## config.mk

```make
export PLATFORM = sky130hd
export DESIGN_NAME = avg_block_stream
export DESIGN_NICKNAME = d
export VERILOG_FILES = /design/src/rtl/avg_block_stream.sv
export SDC_FILE = /design/constraint.sdc
export NUM_CORES = 1
export LEC_CHECK = 0
export BUFFER_PORTS_ARGS = -buffer_cell sky130_fd_sc_hd__buf_2
export CORE_AREA = 2 2 39 41
export CTS_CLUSTER_DIAMETER = 120
export DETAILED_ROUTE_END_ITERATION = 8
export DIE_AREA = 0 0 41 43
export GPL_TIMING_DRIVEN = 0
export PLACE_DENSITY = 0.7
export SYNTH_ARGS = -nofsm -noshare
export SYNTH_HDL_FRONTEND = slang
export SYNTH_SLANG_ARGS = --single-unit
export TNS_END_PERCENT = 20
```

## constraint.sdc

```tcl
create_clock -name clk -period 3.5 [get_ports clk]
set_clock_uncertainty 0.2 [all_clocks]
set_input_delay 0.175 -clock clk [delete_from_list [all_inputs] [get_ports clk]]
set_output_delay 0.175 -clock clk [all_outputs]
set_load 0.05 [all_outputs]
```

## src/rtl/avg_block_stream.sv

```systemverilog
// Streaming block averager: sums groups of 2**LOG2_N samples at WIDTH+LOG2_N bits
// and emits the shifted (optionally rounded) mean over a valid/ready handshake.
module avg_block_stream #(
  parameter int WIDTH  = 4,
  parameter int LOG2_N = 1,
  parameter int ROUND  = 0
) (
  input  logic             clk,
  input  logic             rst_n,
  input  logic             in_valid,
  output logic             in_ready,
  input  logic [WIDTH-1:0] in_data,
  output logic             out_valid,
  input  logic             out_ready,
  output logic [WIDTH-1:0] out_data
);

  localparam int AW = WIDTH + LOG2_N;
  localparam logic [AW-1:0]     RND  = (ROUND != 0) ? (AW'(1) << (LOG2_N - 1)) : '0;
  localparam logic [LOG2_N-1:0] LAST = '1;

  typedef enum logic {
    ACCUM,
    HOLD
  } state_t;

  state_t            state_q, state_d;
  logic [AW-1:0]     acc_q, acc_d;
  logic [LOG2_N-1:0] cnt_q, cnt_d;
  logic [WIDTH-1:0]  res_q, res_d;
  logic [AW-1:0]     sum;
  logic              accept;

  assign in_ready  = (state_q == ACCUM);
  assign out_valid = (state_q == HOLD);
  assign out_data  = res_q;

  // The closing sum folds in the last sample and the rounding bias at full width.
  always_comb begin
    state_d = state_q;
    acc_d   = acc_q;
    cnt_d   = cnt_q;
    res_d   = res_q;
    accept  = in_valid && (state_q == ACCUM);
    sum     = acc_q + AW'(in_data) + RND;
    case (state_q)
      ACCUM: begin
        if (accept) begin
          if (cnt_q == LAST) begin
            res_d   = WIDTH'(sum >> LOG2_N);
            acc_d   = '0;
            cnt_d   = '0;
            state_d = HOLD;
          end else begin
            acc_d = acc_q + AW'(in_data);
            cnt_d = cnt_q + LOG2_N'(1);
          end
        end
      end
      HOLD: begin
        if (out_ready) begin
          state_d = ACCUM;
        end
      end
      default: state_d = ACCUM;
    endcase
  end

  always_ff @(posedge clk or negedge rst_n) begin
    if (!rst_n) begin
      state_q <= ACCUM;
      acc_q   <= '0;
      cnt_q   <= '0;
      res_q   <= '0;
    end else begin
      state_q <= state_d;
      acc_q   <= acc_d;
      cnt_q   <= cnt_d;
      res_q   <= res_d;
    end
  end

endmodule

```

Word-level counts from Yosys, hierarchy flattened
Index checks and enable logic that the tools add are counted.

operators by class
  bitwise operators = 1
  mux-type cells = 6
  reductions and logical operators = 3
  add/sub/neg operators = 2

operator list
  kind                                count
  adder 5 x 4 -> 5 bit                1
  2-to-1 mux 5 bit                    1
  2-to-1 mux 1 bit                    4
  AND reduction 3 bit                 1
  one-hot mux 1 bit (2 select lines)  1
  AND reduction 2 bit                 1
  adder 1 bit, second input constant  1
  logical AND 1 bit                   1
  NOT 1 bit                           1

word-level totals
  word-level logic and storage cells = 16
  register bits = 11
  output and inout bits = 6
  input bits = 8

Logic depth before layout (Yosys ltp)
Gate-level depths: netlist (run 1).

  depth in word-level cells = 4
  mapped depth = 5
  depth with buffers taken out = 5

Worst setup path before layout (run 1)
Ideal clock, no wire load.

  kind = register to register
  start = register acc_q[0]
  end = register acc_q[4]
  required time = 3176 ps
  data arrival time = 1390 ps
  path slack = 1787 ps
  library setup time = 124 ps
  cell stages (with the launch flop) = 6
  path buffers = 0
  period minus slack after synthesis = 1713 ps
  cell sequence = dfrtp_1 ha_1 fa_1 nand3_2 a2111oi_2 a211o_1

between the ends
  word-level cells in the longest chain between the ends = 2

RTL lines
  element                 RTL line  RTL
  start, declared         28        logic [AW-1:0] acc_q, acc_d;
  start signal, assigned  72        acc_q <= '0;
  start signal, assigned  77        acc_q <= acc_d;
  adder 5 x 4 -> 5 bit    55        acc_d = acc_q + AW'(in_data);
  2-to-1 mux 5 bit        49        if (cnt_q == LAST) begin

No other way between the ends.
A chain may end at the register's enable or synchronous reset.

Worst setup path in the final report (run 1)
Same ends and word-level chain as after synthesis.

==> metrics, run 1 <==
outcome finished clean; share of layout cells above drive strength 1 0.3662; CP Capture Type flop; CTS tree yes; PortBufs 13; Area contributors post-synth dfrtp_1 45%, ha_1 8.3%, nand2_1 4.3%; initial antenna violation count 0; Cells after Synth 52; crit path kind flop to flop; worst-case vdd ir drop 0.0004827 V; most frequent cells in the layout 13 x buf_2, 11 x dfrtp_1, 7 x nand2_1, 4 x o21ai_0, 4 x ha_1; postcts setup bufs 0; hpwl dp 869.3 microns; wire length per cell 13.05 microns; largest net degree at the start of global routing 12; area share of the largest cell type after synthesis 0.4545; Cell Chain, Critical Path ha_1, fa_1, nand3_2, a2111oi_2, a211o_1; final worst path period share 0.5263; reg2reg setup slack 1.66 ns; number of global-route vias before repair 460; Die Width 41 microns; routability cong. 0.6916; vias post-DR 462; core box area 1384 sq um; dpl ws 1.685 ns; Slew HR 0.7910; post-layout util 0.5326; initial core utilization 0.4376; die height 43 microns; Crit path max-delay family adder cells; PwrDens 956.8 nW/um^2; die area 1763 sq um; leakage power 0.0003559 uW; Max Cap Viol 0; HP Class primary input to asynchronous set/reset pin; fmax 0.5428 GHz; clk slew on worst S/H paths 0.07 ns; vias per cell 5.310; CTS Sinks 11; total negative setup slack 0 ns; max-slew violations 0; # H-tree levels 1; Crit-path slowest cell fa_1; PostCTS Resize Cnt 0; RSZ-0062 raised after global routing no; Synth Net Count 65; antenna cells 0; Critical Path Fanout Max 4; area leader, netlist dfrtp_1; Avg Cell Area, Syn 11.65 sq um; Tmin final 1.842 ns; Fin. Hold Viols 0; gr usage total 0.1641; grt total ovfl 0; Startpoint Class flop; Layout fillers 146; Final setup viols 0; WP data arrival 1.81 ns; drt drc 0; Clock Path Buffers 2; insertion delay to the later sink of the worst-skew pair 0.28 ns; Root Driver clkbuf_4; Worst Path Required 3.46 ns; Worst Max-Slew Pin Slew 0.3108 ns; Pre-antenna DRT Iters 4; # IOs 14; nets 85; most common cell after layout, fill and taps aside buf_2; total wire length 1135 microns; antenna-violating nets left 0; post-synthesis sequential area ratio 0.4545; Seq cells post-synth 11; CP max stage delay 0.43 ns; Layout area overhead 21.69%; TritonCTS buffer count 3; library cells used by synthesis 23; DR iter-0 viols 4; overall power 705.1 uW; worst setup margin 1.658 ns; Mapped Area 605.6 sq um; Ys Warns 0; Critical path buffers and inverters 0; Rows 14; global-route wire length before repair 1890 microns
Yosys cell counts (all sizes together):
library cell   n
o41ai          1
a211o          1
nand3          2
xnor2          2
buf            2
fa             1
nand2          7
ha             4
o21ai          4
inv            1
a21oi          2
and3b          2
and4b          1
a2111oi        1
dfrtp         11
mux2           1
o31ai          3
a21boi         2
nand3b         1
nand2b         3
metrics by stage:
stage                     hold WS, ns  cell area, sq um  cells
after floorplan               -0.3206             605.6     52
after global placement        -0.1418             690.7     81
after detailed placement      -0.1445             690.7     81
after CTS                     0.08764             737.0     87
after global routing           0.1337             737.0     87
final                         0.08451             737.0     87
report_power, final:
group          total, uW  internal (uW)  switching (uW)
registers            220            185            35.1
clock network       91.1           44.3            46.8
logic                394            141             253
metal layers:
layer,vias to the layer above,GRT usage,part of all wire
li1,226,-,-
met1,226,0.1892,0.43
met2,8,0.2625,0.52
met3,2,0.04712,0.033
met4,0,0.08000,0.019
met5,-,0,0
logic make-up after synthesis:
group,Yosys count,share of synthesized area
compound gates,14,0.1839
xor+xnor,2,0.02893
fa+ha+maj,5,0.1157
buf+inv,3,0.03098
flops,11,0.4545
mux,1,0.01859
simple gates,16,0.1674
registers in the layout, summed over array words and instances (netlist names):
| name | cells |
|---|---|
| cnt_q | 1 |
| acc_q | 5 |
| out_valid | 1 |
| out_data | 4 |
area by class of cell:
class	instances	area [sq um]	share of cell area
multi-input cells	38	311.5	0.4228
flip-flops and latches	11	275.3	0.3735
repair buffers	15	85.08	0.1154
clock buffers	4	26.28	0.03565
well taps	16	20.02	0.02716
plain buffers	2	15.01	0.02037
inverters	1	3.754	0.005093
final timing paths:
| check | startpoint | to | depth (start not counted) |
|---|---|---|---|
| max | acc_q[0] | acc_q[4] | 5 |
| min | rst_n | out_data[1] | 2 |
| max reg2reg | acc_q[0] | acc_q[4] | 5 |
| min reg2reg | out_data[3] | out_data[3] | 2 |
| max in group asynchronous | rst_n | out_data[2] | 2 |
| min in group clk | in_valid | out_data[2] | 3 |
timing repair:
action / in CTS / in global routing
endpoints found under the setup margin: 0 / 0
endpoints found under the hold margin: 12 / 0
hold buffers: 2 / 0
Power figures use the tool's default switching activity.
==> inputs of run 2 (changes only) <==
--- a/config.mk
+++ b/config.mk
@@ -5,13 +5,14 @@
 export SDC_FILE = /design/constraint.sdc
 export NUM_CORES = 1
 export LEC_CHECK = 0
+export ABC_AREA = 1
 export BUFFER_PORTS_ARGS = -buffer_cell sky130_fd_sc_hd__buf_2
 export CORE_AREA = 2 2 39 41
 export CTS_CLUSTER_DIAMETER = 120
 export DETAILED_ROUTE_END_ITERATION = 8
 export DIE_AREA = 0 0 41 43
 export GPL_TIMING_DRIVEN = 0
-export PLACE_DENSITY = 0.7
+export PLACE_DENSITY = 0.71
 export SYNTH_ARGS = -nofsm -noshare
 export SYNTH_HDL_FRONTEND = slang
 export SYNTH_SLANG_ARGS = --single-unit
==> constraint.sdc (replaced) <==
create_clock -name clk -period 1.87 [get_ports clk]
set_clock_uncertainty 0.2 [all_clocks]
set_input_delay 0.0935 -clock clk [delete_from_list [all_inputs] [get_ports clk]]
set_output_delay 0.0935 -clock clk [all_outputs]
set_load 0.05 [all_outputs]
==> metrics, run 2 <==
outcome finished clean; Logic pwr share 0.550; Final setup viols 0; largest net degree at the start of global routing 12; Pre-antenna DRT Iters 4; vias per cell 4.606; core box area 1384 sq um; internal power 644.2 uW; HP Class primary input to asynchronous set/reset pin; total negative setup slack 0 ns; vias post-DR 502; hpwl dp 821.6 microns; max reg flops 5; Clock Power Share 0.132; Sw Pwr 652.4 uW; routability cong. 0.7325; most frequent cells in the layout 24 x nand2_1, 13 x buf_2, 11 x dfrtp_1, 10 x nand3_1, 6 x inv_1; area share of the largest cell type after synthesis 0.4508; wire length per cell 10.49 microns; Ys Warns 0; Startpoint Class primary input; DR iter-0 viols 10; Largest Register acc_q; gr usage total 0.1864; design area 762.0 sq um; die area 1763 sq um; Mapped Area 610.6 sq um; worst setup margin 0.1070 ns; clk slew on worst S/H paths 0.08 ns; Reg power frac 0.318; Synth Net Count 85; share of layout cells above drive strength 1 0.2581; nets 107; dpl ws 0.2070 ns; fmax 0.5672 GHz; Slew HR 0.8314; CP Capture Type flop; global-route wire length before repair 2104 microns; hold slack 0.006196 ns; Fin. Hold Viols 0; PwrDens 1702 nW/um^2; Cells after Synth 72; final worst path period share 0.9428; Clock Path Buffers 2; drt drc 0; max-slew violations 0; reg2reg setup slack 0.18 ns; Main synth FF type dfrtp_1; initial antenna violation count 0; Max Cap Viol 0; Rows 14; crit path kind primary input to flop; number of global-route vias before repair 476; leakage power 0.0004197 uW; initial core utilization 0.4412; Avg Cell Area, Syn 8.480 sq um; RSZ-0062 raised after global routing no; asr flop ratio synth 1.000; # H-tree levels 1; post-synthesis sequential area ratio 0.4508; CTS Sinks 11; Worst R2R Path Depth 6; Worst Path Required 1.84 ns; CTS tree yes; Seq cells post-synth 11; area leader, netlist dfrtp_1; grt total ovfl 0; placed cell area 695.7 sq um; Sw Ratio 0.5032; TritonCTS buffer count 3; r2r startpoint acc_q[0]; Tmin final 1.763 ns; library cells used by synthesis 16; worst-case vdd ir drop 0.0008590 V; WP data arrival 1.73 ns; Worst Max-Slew Pin Slew 0.2529 ns; die height 43 microns; Root Driver clkbuf_4; Die Width 41 microns; most common cell after layout, fill and taps aside nand2_1; r2r endpoint out_data[3]; count leader, synth nand2_1; number of synthesized flops with an enable pin 0; PortBufs 13; Critical Path Fanout Max 3; Area contributors post-synth dfrtp_1 45%, nand2_1 15%, ha_1 8.2%; antenna cells 0; postcts setup bufs 0; # IOs 14; antenna-violating nets left 0; Layout area overhead 24.80%; synth cell count leaders 24 x nand2_1, 11 x dfrtp_1, 10 x nand3_1; total wire length 1143 microns; insertion delay to the later sink of the worst-skew pair 0.28 ns
==> run 2: changes by cell type after synthesis, sizes merged, moves of 2 or more <==
cell | previous run | this run
nand3 | 2 | 10
o31ai | 3 | 0
xnor2 | 2 | 0
inv | 1 | 10
nand2b | 3 | 0
nand2 | 7 | 25
buf | 2 | 0
and3b | 2 | 0
nor2 | 0 | 4
a21boi | 2 | 0
==> run 2: layout make-up <==
cell class,instances,area (sq um)
sequential,11,275.3
inverter,10,37.54
multi-input combinational,51,297.8
fill,139,621.8
tap,16,20.02
timing repair buffer,17,105.1
clock buffer,4,26.28
==> run 2: per-stage QoR <==
stage | utilization | total power, uW | std cells
5_1_grt | 0.5506 | 1419 | 109
3_5_place_dp | 0.5027 | 1127 | 101
4_1_cts | 0.5506 | 1310 | 109
3_3_place_gp | 0.5027 | 1116 | 101
6_report | 0.5506 | 1297 | 109
2_1_floorplan | - | 978.0 | 72
==> run 2: kinds of logic after synthesis <==
logic type               after synthesis  share of synthesized area
buffers and inverters                 10                    0.06147
AND/OR/NAND/NOR                       39                     0.2971
adder cells (fa/ha/maj)                5                     0.1148
AO/OA/AOI/OAI                          6                    0.06147
XOR/XNOR                               1                    0.01435
flip-flops                            11                     0.4508
==> run 2: worst max-delay path, stage by stage <==
cell	delay (ns)
dlygate4sd3_1	0.53
buf_2	0.12
ha_1	0.23
fa_1	0.44
nand3_1	0.11
nand3_1	0.10
nand3_1	0.08
nand2_1	0.05
==> run 2: how the worst max path moves through the flow <==
| stage | cells after the start | end | slack (ns) | startpoint |
|---|---|---|---|---|
| after floorplan | 6 | out_data[0] | 0.24 | out_valid |
| after global placement | 6 | out_data[3] | 0.21 | acc_q[0] |
| after detailed placement | 6 | out_data[3] | 0.21 | acc_q[0] |
| after CTS | 8 | out_data[3] | 0.11 | in_data[0] |
| after global routing | 9 | out_data[3] | 0.02 | in_data[0] |
| final | 8 | out_data[3] | 0.11 | in_data[0] |
==> run 2: repair_timing <==
item / CTS / global route
hold buffers: 4 / 0
hold endpoints to repair: 18 / 0
resized for setup: 0 / 0
==> run 2: power groups by stage <==
| stage | Sequential (uW) | Clock [uW] | Combinational, uW |
|---|---|---|---|
| floorplan | 581 | 0 | 397 |
| global placement | 415 | 0 | 701 |
| detailed placement | 418 | 0 | 709 |
| CTS | 415 | 174 | 721 |
| global route | 430 | 186 | 803 |
| finish | 413 | 171 | 713 |
==> run 2: layer usage <==
metal	GRT usage	routed length, microns	part of all wire
met4	0.1200	36	0.031
met3	0.06283	50	0.044
met2	0.2344	546	0.48
met1	0.2626	509	0.45
met5	0	0	0
==> inputs of run 3 (changes only) <==
--- a/config.mk
+++ b/config.mk
@@ -12,7 +12,7 @@
 export DETAILED_ROUTE_END_ITERATION = 8
 export DIE_AREA = 0 0 41 43
 export GPL_TIMING_DRIVEN = 0
-export PLACE_DENSITY = 0.71
+export PLACE_DENSITY = 0.8
 export SYNTH_ARGS = -nofsm -noshare
 export SYNTH_HDL_FRONTEND = slang
 export SYNTH_SLANG_ARGS = --single-unit
==> metrics, run 3 (synthesis results as in run 2) <==
Pre-antenna DRT Iters 4; initial core utilization 0.4412; design area 764.5 sq um; Startpoint Class primary input; # IOs 14; outcome finished clean; Worst Max-Slew Pin Slew 0.2525 ns; most common cell after layout, fill and taps aside nand2_1; drt drc 0; core box area 1384 sq um; wire length per cell 10.83 microns; max-slew violations 0; DR iter-0 viols 6; HP Class primary input to asynchronous set/reset pin; total negative setup slack 0 ns; CP Launch Point in_data[0]; Fin. Hold Viols 0; PortBufs 13; CTS tree yes; Max Cap Viol 0; Critical Path Fanout Max 3; Largest Register acc_q; vias per cell 4.780; worst-case vdd ir drop 0.0006873 V; number of global-route vias before repair 516; fmax 0.5738 GHz; gr usage total 0.1585; Root Driver clkbuf_4; Tmin final 1.743 ns; Layout area overhead 25.20%; die height 43 microns; die area 1763 sq um; Rows 14; TritonCTS buffer count 3; CTS Sinks 11; leakage power 0.0004183 uW; routability cong. 0.7531; max reg flops 5; clk slew on worst S/H paths 0.07 ns; vias post-DR 521; most frequent cells in the layout 24 x nand2_1, 13 x buf_2, 11 x dfrtp_1, 10 x nand3_1, 6 x inv_1; antenna cells 0; largest net degree at the start of global routing 12; nets 107; RSZ-0062 raised after global routing no; placed cell area 695.7 sq um; grt total ovfl 0; crit path kind primary input to flop; global-route wire length before repair 1932 microns; WP data arrival 1.69 ns; r2r startpoint acc_q[0]; Clock Path Buffers 2; Slew HR 0.8317; final worst path period share 0.9320; share of layout cells above drive strength 1 0.2688; initial antenna violation count 0; antenna-violating nets left 0; # H-tree levels 1; Die Width 41 microns; CP Capture Type flop; total wire length 1180 microns; Worst Path Required 1.82 ns; insertion delay to the later sink of the worst-skew pair 0.26 ns; PwrDens 1703 nW/um^2; hpwl dp 939.8 microns; Final setup viols 0
run 3: worst paths after layout:
check                               to  slack, ns  depth (start not counted)
max reg2reg                   acc_q[4]       0.23                          6
min                        out_data[3]       0.02                          2
min reg2reg                out_data[0]       0.29                          2
max                           acc_q[4]       0.13                          8
max in group asynchronous     acc_q[0]       1.24                          2
min in group clk           out_data[0]       0.16                          4
run 3: routing by layer:
metal	track usage	vias to the layer above	part of all wire
met5	0	-	0
met4	0.06000	0	0.019
met3	0.01571	2	0.014
met2	0.2688	8	0.50
met1	0.1945	239	0.47
li1	-	272	-
run 3: layout make-up:
type	count	area, sq um
Clock buffer	4	26.28
Fill cell	128	619.3
Inverter	10	37.54
Multi-Input combinational cell	51	300.3
Sequential cell	11	275.3
Tap cell	16	20.02
Timing Repair Buffer	17	105.1
run 3: worst max-delay path: stages:
cell,delay (ns)
dlygate4sd3_1,0.53
buf_2,0.12
ha_1,0.23
fa_2,0.38
nand3_1,0.10
nand3_1,0.10
nand3_1,0.08
nand2_1,0.06
run 3: through the flow:
step / total power, uW / std cells / hold slack (ns) / setup slack, ns / utilization
3_3_place_gp: 1117 / 101 / -0.2299 / 0.2165 / 0.5027
3_5_place_dp: 1143 / 101 / -0.2249 / 0.1622 / 0.5027
2_1_floorplan: 978.0 / 72 / -0.4021 / 0.2398 / -
5_1_grt: 1404 / 109 / 0.04286 / 0.05418 / 0.5524
4_1_cts: 1311 / 109 / 0.02594 / 0.05783 / 0.5506
6_report: 1302 / 109 / 0.02275 / 0.1271 / 0.5524
run 3: timing repair:
item / 4_1_cts / 5_1_grt
endpoints found under the hold margin: 16 / 0
buffers inserted: 0 / 0
resized for setup: 0 / 1
endpoints found under the setup margin: 0 / 2
hold buffers: 4 / 0
run 3: power breakdown:
group	leakage, uW	internal (uW)	switching (uW)
clock	0.0000150	82.3	75.2
combinational	0.000264	223	508
sequential	0.000140	343	70.8
